$ cat config.mk
export PLATFORM = sky130hd
export DESIGN_NAME = sub_8bit_serial
export DESIGN_NICKNAME = d
export VERILOG_FILES = /design/src/rtl/sub_8bit_serial_pkg.sv /design/src/rtl/sub_8bit_serial_full_subtractor.sv /design/src/rtl/sub_8bit_serial.sv
export SDC_FILE = /design/constraint.sdc
export NUM_CORES = 1
export LEC_CHECK = 0
export CORE_MARGIN = 2
export CORE_UTILIZATION = 56
export CTS_CLUSTER_SIZE = 14
export DETAILED_ROUTE_END_ITERATION = 10
export PLACE_DENSITY = 0.85
export SETUP_SLACK_MARGIN = 0.15
export SKIP_LAST_GASP = 1
export SLEW_MARGIN = 20
export SYNTH_ARGS = -nofsm -noshare
export SYNTH_HDL_FRONTEND = slang
export SYNTH_SLANG_ARGS = --single-unit
$ cat constraint.sdc
create_clock -name clk -period 2.9 [get_ports clk]
set_clock_uncertainty 0.15 [all_clocks]
set_input_delay 0.58 -clock clk [delete_from_list [all_inputs] [get_ports clk]]
set_output_delay 0.58 -clock clk [all_outputs]
set_load 0.005 [all_outputs]
$ cat src/rtl/sub_8bit_serial_pkg.sv
// Shared constants and FSM state type for the bit-serial 8-bit subtractor.
package sub_pkg;

  localparam int WIDTH     = 8;
  localparam int CNT_WIDTH = 3;

  typedef enum logic [1:0] {
    IDLE = 2'd0,
    RUN  = 2'd1,
    DONE = 2'd2
  } state_t;

endpackage

$ cat src/rtl/sub_8bit_serial_full_subtractor.sv
// Combinational 1-bit full subtractor: d = x - y - bin, bout is the borrow out.
module full_subtractor (
  input  logic x,
  input  logic y,
  input  logic bin,
  output logic d,
  output logic bout
);

  assign d    = x ^ y ^ bin;
  assign bout = (~x & y) | (~(x ^ y) & bin);

endmodule

$ cat src/rtl/sub_8bit_serial.sv
// Bit-serial 8-bit subtractor: one bit per clock, LSB first, result {borrow, diff}.
// Optional signed-overflow output is enabled by defining SUB_OVF_EN.
module sub_8bit_serial
  import sub_pkg::*;
(
  input  logic             clk,
  input  logic             rst_n,
  input  logic             start,
  input  logic [WIDTH-1:0] a,
  input  logic [WIDTH-1:0] b,
  output logic             busy,
  output logic             done,
`ifdef SUB_OVF_EN
  output logic             ovf,
`endif
  output logic [WIDTH:0]   out
);

  state_t               state;
  logic [WIDTH-1:0]     a_sr;
  logic [WIDTH-1:0]     b_sr;
  logic [WIDTH-1:0]     diff_sr;
  logic                 borrow;
  logic [CNT_WIDTH-1:0] cnt;
  logic                 d_bit;
  logic                 bout_bit;
  logic                 last_bit;

  full_subtractor u_fs (
    .x   (a_sr[0]),
    .y   (b_sr[0]),
    .bin (borrow),
    .d   (d_bit),
    .bout(bout_bit)
  );

  assign last_bit = (cnt == CNT_WIDTH'(WIDTH - 1));
  assign busy     = (state == RUN);
  assign done     = (state == DONE);

  // NOTE: all state below updates with non-blocking assignments so every
  // register samples the pre-edge values of the others, as the hardware does.
  always_ff @(posedge clk or negedge rst_n) begin
    if (!rst_n) begin
      state   <= IDLE;
      a_sr    <= '0;
      b_sr    <= '0;
      diff_sr <= '0;
      borrow  <= 1'b0;
      cnt     <= '0;
      out     <= '0;
    end else begin
      case (state)
        IDLE, DONE: begin
          if (start) begin
            a_sr   <= a;
            b_sr   <= b;
            borrow <= 1'b0;
            cnt    <= '0;
            state  <= RUN;
          end else begin
            state  <= IDLE;
          end
        end
        RUN: begin
          a_sr    <= a_sr >> 1;
          b_sr    <= b_sr >> 1;
          borrow  <= bout_bit;
          diff_sr <= {d_bit, diff_sr[WIDTH-1:1]};
          cnt     <= cnt + 1'b1;
          if (last_bit) begin
            // Final bit goes straight into out; diff_sr still holds bits 0..6.
            out   <= {bout_bit, d_bit, diff_sr[WIDTH-1:1]};
            state <= DONE;
          end
        end
        default: state <= IDLE;
      endcase
    end
  end

`ifdef SUB_OVF_EN
  // On the last bit, a_sr[0]/b_sr[0] are the operand sign bits and d_bit is
  // the result sign bit, so no extra copy of the operands is needed.
  always_ff @(posedge clk or negedge rst_n) begin
    if (!rst_n) begin
      ovf <= 1'b0;
    end else if (state == RUN && last_bit) begin
      ovf <= (a_sr[0] != b_sr[0]) && (d_bit != a_sr[0]);
    end
  end
`endif

endmodule
==> impl_metrics.tcl, run 1 <==
set metrics [dict create \
    status "completed" \
    setup_ws_ns 0.537 \
    synth.distinct_cells 24 \
    hold_slack_ns 0.181 \
    multi_input_area_um2 738 \
    start_util_pct 59.1 \
    p_sw_uw 724 \
    die_y_um 60.7 \
    cts_hold_buffers 0 \
    post-dp-hpwl_um 2250 \
    setup-tns-final_ns 0 \
    worstSkewPairLatency_ns 0.33 \
    port_buffers 29 \
    layout.nets 210 \
    antenna_found_initial 0 \
    viasPerCell 5.31 \
    hold_violations 0 \
    max_cap_viol_count 0 \
    rsz0062_at_grt "no" \
    die_width_um 60.7 \
    cp.required_ns 2.17 \
    cts_root_buffer "clkbuf_4" \
    die_area_um2 3690 \
    comb_power_share_pct 40.8 \
    post_cts_resized 0 \
    met3_usage_pct 5.33 \
    io_pins 30 \
    dp_cells 225 \
    grt_pass1_wl_um 5470 \
    h-tree-depth 2 \
    n_antenna_cell 0 \
    synth_top_cell_area_share_pct 52.7 \
    clock_sinks 38 \
    grt_usage_pct 20.1 \
    worst_hold_path_type "primary input to asynchronous set/reset pin" \
    yosys-top-cells-area "dfrtp_1 (53%), mux2i_1 (6.1%), mux2_4 (5.8%), nand2_1 (4.8%), a211oi_1 (3.7%)" \
    slew_headroom_pct 46.4 \
    seq_area_um2 951 \
    final_util_pct 71.0 \
    p_leak_uw 0.000993 \
    num_rows 20 \
    grt_pass1_vias 1249 \
    gp_congestion 0.713 \
    top_usage_layer "met2" \
    synth_nets 182 \
    swShare_pct 32.9 \
    drc 0 \
    grt-ovfl-total 0 \
    syn_inst 160 \
    p_per_area_nw_per_um2 1010 \
    drt_pass1_iterations 4 \
    drt_iter0_markers 78 \
    max_freq_mhz 423 \
    synth_area_per_cell_um2 11.3 \
    syn-cell-area_um2 1800 \
    vdd_ir_drop_max_mv 0.544 \
    critPathLaunchType "register" \
    slew_viol_final 0 \
    clk_pin_slew_ns 0.11 \
    grt_use_met1_pct 25.8 \
    tightest_slew_ns 0.805 \
    vias 1232 \
    timing.final.crit_share_pct 81.5 \
    seqPwrFrac_pct 42.9 \
    cts_tree "done" \
    arrival_ns 1.63 \
    intPower_uw 1470 \
    clock_tree.buffer_depth 2 \
    nFillCells 220 \
    final_cells 232 \
    clkPwrFrac_pct 16.3 \
    pre_cts_ws_ns 0.834 \
    yosys_warnings 0 \
    synth_seq_area_share_pct 52.7 \
    wire_per_inst_um 13.5 \
    drive_above_1_share_pct 13.3 \
    area_growth_pct 20.2 \
    cp_max_fo 16 \
    met2_usage_pct 33.6 \
    antenna_left 0 \
    setup_viol 0 \
    ys_ff_latch 38 \
    totalWireLength_um 3130 \
    end_kind "output pin" \
    cts_setup_buffers 0 \
    grt_max_degree 39 \
    crit_type "register to output pin" \
    cts_buffers 5 \
    yosys.area.top_type "dfrtp_1" \
    min_period_ns 2.36 \
    coreArea_um2 3050 \
]
==> worst max-delay path, cell delays in order (launching register included) <==
cell             delay [ns]
dfrtp_1                0.40
nand2b_4               0.22
inv_2                  0.16
clkdlybuf4s50_1        0.53
==> synthesized netlist by cell type <==
cell	n
buf_6	4
o22ai_1	4
nand3_1	3
nand3b_4	1
nor2b_1	10
a22o_1	3
nand2b_4	1
nand2b_1	1
a211oi_1	9
fa_1	1
mux2i_1	11
nand2_1	23
dfrtp_1	38
and2_4	1
mux2_2	3
inv_2	1
a21oi_1	13
inv_1	8
nor2_1	2
buf_2	7
o21ai_0	6
ha_1	2
a221o_1	1
mux2_4	7
==> power by group through the flow <==
stage | clock, uW | combinational (uW) | sequential [uW]
2_1_floorplan | 0 | 658 | 918
3_5_place_dp | 0 | 905 | 956
3_3_place_gp | 0 | 858 | 936
4_1_cts | 370 | 912 | 944
6_report | 359 | 895 | 943
5_1_grt | 396 | 1010 | 977
==> cell families after synthesis <==
logic type | count (synthesis) | share of synthesized area (%)
AOI/OAI and AO/OA | 36 | 12.4
adders and majority gates | 3 | 2.50
buffers and inverters | 20 | 6.31
DFF | 38 | 52.7
muxes | 21 | 13.8
and+or+nand+nor | 42 | 12.2
==> per-layer routing <==
| layer | vias to the layer above | routed length, um | share of wire [%] |
|---|---|---|---|
| met2 | 25 | 1540 | 49 |
| met4 | 0 | 46 | 1.5 |
| met5 | - | 0 | 0 |
| met3 | 6 | 108 | 3.5 |
| met1 | 594 | 1430 | 46 |
| li1 | 607 | - | - |
==> registers in the layout, summed over array words and instances, names as in the netlist <==
register,count
cnt,3
diff_sr,7
out,9
borrow,1
a_sr,8
state,2
b_sr,8
==> stage by stage <==
stage,cell area (um2),power [uW]
global placement,2090,1790
finish,2170,2200
floorplan,1800,1580
CTS,2170,2230
global route,2170,2390
detailed placement,2090,1860
==> layout make-up <==
class	instances	share of cell area, %
Sequential cell	38	43.9
Multi-Input combinational cell	102	34.1
Timing Repair Buffer	32	14.2
Tap cell	44	2.54
Clock buffer	6	2.37
Inverter	9	1.56
Clock inverter	1	1.39
==> cells in the final DEF (no fill, tap or decap) <==
master	n
mux2_4	7
inv_1	8
and2_4	1
a211oi_1	9
nor2b_1	10
o22ai_1	4
nand2b_1	1
ha_1	2
nand2_1	23
nand3b_4	1
mux2_2	3
inv_2	1
a221o_1	1
mux2i_1	11
buf_2	1
a22o_1	3
clkdlybuf4s50_1	28
clkbuf_8	1
bufinv_16	1
clkbuf_4	5
fa_1	1
o21ai_0	6
nand2b_4	1
nor2_1	2
nand3_1	3
dfrtp_1	38
a21oi_1	13
buf_4	3
==> final timing paths <==
path	start	to	slack (ns)	cells past startpoint
worst max-delay path	state[1]$_DFFE_PN0P_	busy	0.54	3
worst min-delay path	rst_n	cnt[1]$_DFFE_PN0P_	0.18	1
worst max register to register	state[0]$_DFFE_PN0P_	b_sr[5]$_DFFE_PN0P_	1.18	4
worst min register to register	out[8]$_DFFE_PN0P_	out[8]$_DFFE_PN0P_	0.34	2
max in group asynchronous	rst_n	a_sr[3]$_DFFE_PN0P_	1.91	1
min in group clk	out[8]$_DFFE_PN0P_	out[8]$_DFFE_PN0P_	0.34	2
(Power assumes the default switching activity.)
==> run 2: changes to the inputs <==
--- a/config.mk
+++ b/config.mk
@@ -6,10 +6,10 @@
 export NUM_CORES = 1
 export LEC_CHECK = 0
 export CORE_MARGIN = 2
-export CORE_UTILIZATION = 56
+export CORE_UTILIZATION = 52
 export CTS_CLUSTER_SIZE = 14
 export DETAILED_ROUTE_END_ITERATION = 10
-export PLACE_DENSITY = 0.85
+export PLACE_DENSITY = 0.8
 export SETUP_SLACK_MARGIN = 0.15
 export SKIP_LAST_GASP = 1
 export SLEW_MARGIN = 20
==> constraint.sdc (replaced) <==
create_clock -name clk -period 2.2 [get_ports clk]
set_clock_uncertainty 0.15 [all_clocks]
set_input_delay 0.44 -clock clk [delete_from_list [all_inputs] [get_ports clk]]
set_output_delay 0.44 -clock clk [all_outputs]
set_load 0.005 [all_outputs]
==> run 2 against run 1 <==
Net effect: via count up 4.8%; total power up 31%; non-clock buffer count up 6; wire length up 2.9%; global-route usage down 1.6 points; critical path depth up 1; sequential share of layout area down 0.84 points; clock power up 8.6%; first-iteration DRC count down 69%; design area up 2.1%; critical endpoint unchanged; largest power group unchanged.
==> impl_metrics.tcl, run 2 (synthesized netlist as in run 1, its figures left out) <==
set metrics [dict create \
    status "completed" \
    critPathLaunchType "register" \
    max_cap_viol_count 0 \
    die_width_um 62.9 \
    top_regs "out: 9 flops, a_sr: 8 flops, b_sr: 8 flops" \
    antenna_found_initial 0 \
    area_growth_pct 22.7 \
    largest_reg_flops 9 \
    cts_buffers 5 \
    p_sw_uw 1000 \
    viasPerCell 5.36 \
    timing.final.crit_share_pct 87.8 \
    cp_max_fo 9 \
    crit_path_max_incr_delay_ns 0.44 \
    final_util_pct 66.3 \
    slew_viol_final 0 \
    setup_viol 0 \
    multi_input_area_um2 746 \
    drive_above_1_share_pct 17.4 \
    slowest_stage "dfrtp_2" \
    worstSkewPairLatency_ns 0.35 \
    cts_root_buffer "clkbuf_4" \
    totalWireLength_um 3220 \
    clock_sinks 38 \
    clkPwrFrac_pct 13.6 \
    worst_hold_path_type "primary input to asynchronous set/reset pin" \
    intPower_uw 1880 \
    vias 1291 \
    clock_tree.buffer_depth 2 \
    swShare_pct 34.8 \
    final_common_cell "dfrtp_1" \
    clk_pin_slew_ns 0.12 \
    seqPwrFrac_pct 43.3 \
    regMostFlops "out" \
    grt_max_degree 39 \
    arrival_ns 1.34 \
    port_buffers 29 \
    drt_iter0_markers 24 \
    mostFrequentLayoutCells "dfrtp_1 (37), clkdlybuf4s50_1 (26), nand2_1 (23)" \
    cp_cell_sequence "buf_4 -> nand2b_4 -> inv_6 -> dlygate4sd2_1" \
    max_freq_mhz 517 \
    num_rows 21 \
    seq_area_um2 952 \
    layout.nets 216 \
    post-dp-hpwl_um 2240 \
    rsz0062_at_grt "no" \
    comb_power_share_pct 43.2 \
    vdd_ir_drop_max_mv 0.577 \
    setup-tns-final_ns 0 \
    nFillCells 268 \
    end_kind "output pin" \
    cts_hold_buffers 0 \
    coreArea_um2 3340 \
    die_y_um 62.9 \
    crit_type "register to output pin" \
    die_area_um2 3950 \
    p_per_area_nw_per_um2 1300 \
    min_period_ns 1.93 \
    n_antenna_cell 0 \
    grt_pass1_vias 1268 \
    h-tree-depth 2 \
    hold_violations 0 \
    cts_tree "done" \
    p_leak_uw 0.00103 \
    start_util_pct 54.0 \
    grt_pass1_wl_um 5680 \
    wire_per_inst_um 13.4 \
    cp.required_ns 1.61 \
    tightest_slew_ns 0.809 \
    io_pins 30 \
    gp_congestion 0.722 \
    grt_usage_pct 18.5 \
    drt_pass1_iterations 4 \
    drc 0 \
    antenna_left 0 \
    grt-ovfl-total 0 \
    slew_headroom_pct 46.0 \
]
[run 2: final cells by class]
cell class              instances  share of cell area, %
clock buffers                   6                   2.32
multi-input cells             102                   33.7
repair buffers                 38                   16.0
inverters                       9                   1.75
flip-flops and latches         38                   43.0
clock inverters                 2                  0.566
well taps                      46                   2.60
[run 2: final timing paths]
check	from	depth (start not counted)	to	slack, ns
max	state[0]$_DFFE_PN0P_	4	busy	0.27
max in group asynchronous	rst_n	1	state[0]$_DFFE_PN0P_	1.33
max reg2reg	cnt[0]$_DFFE_PN0P_	4	out[3]$_DFFE_PN0P_	0.53
min reg2reg	out[8]$_DFFE_PN0P_	2	out[8]$_DFFE_PN0P_	0.35
min	rst_n	1	out[6]$_DFFE_PN0P_	0.02
min in group clk	out[8]$_DFFE_PN0P_	2	out[8]$_DFFE_PN0P_	0.35
[run 2: per-stage QoR]
stage               total power (uW)  worst slack, ns  cells  hold WS (ns)  area [um2]
detailed placement              2480            0.403    231         0.330        2120
global placement                2400            0.431    231         0.310        2120
CTS                             2890            0.167    241        0.0483        2200
global route                    3120            0.217    241        0.0709        2210
floorplan                       2080            0.633    160      -0.00559        1800
finish                          2880            0.268    241        0.0219        2210
[run 2: power by group through the flow]
stage               Combinational (uW)  Clock (uW)  Sequential (uW)
floorplan                          867           0             1210
detailed placement                1210           0             1270
global placement                  1160           0             1240
finish                            1240         390             1250
global route                      1390         434             1290
CTS                               1250         396             1240
[run 2: critical path, delay by kind of cell (launching register included)]
kind                   cells  cell delay (ns)
buffers and inverters      3             0.46
and+or+nand+nor            1             0.08
DFF                        1             0.44
[run 2: timing repair]
action                                  in CTS  in global routing
resized for setup                            5                  2
pin swaps                                    0                  0
endpoints found under the setup margin       2                  1
endpoints found under the hold margin        0                  0
buffers inserted                             2                  0
[run 2: layer usage]
metal,vias up,share of wire (%),global-route usage [%]
met1,639,44,22.8
met2,28,49,30.5
met3,8,4.7,5.41
met4,0,1.9,7.22
met5,-,0,0
li1,616,-,-
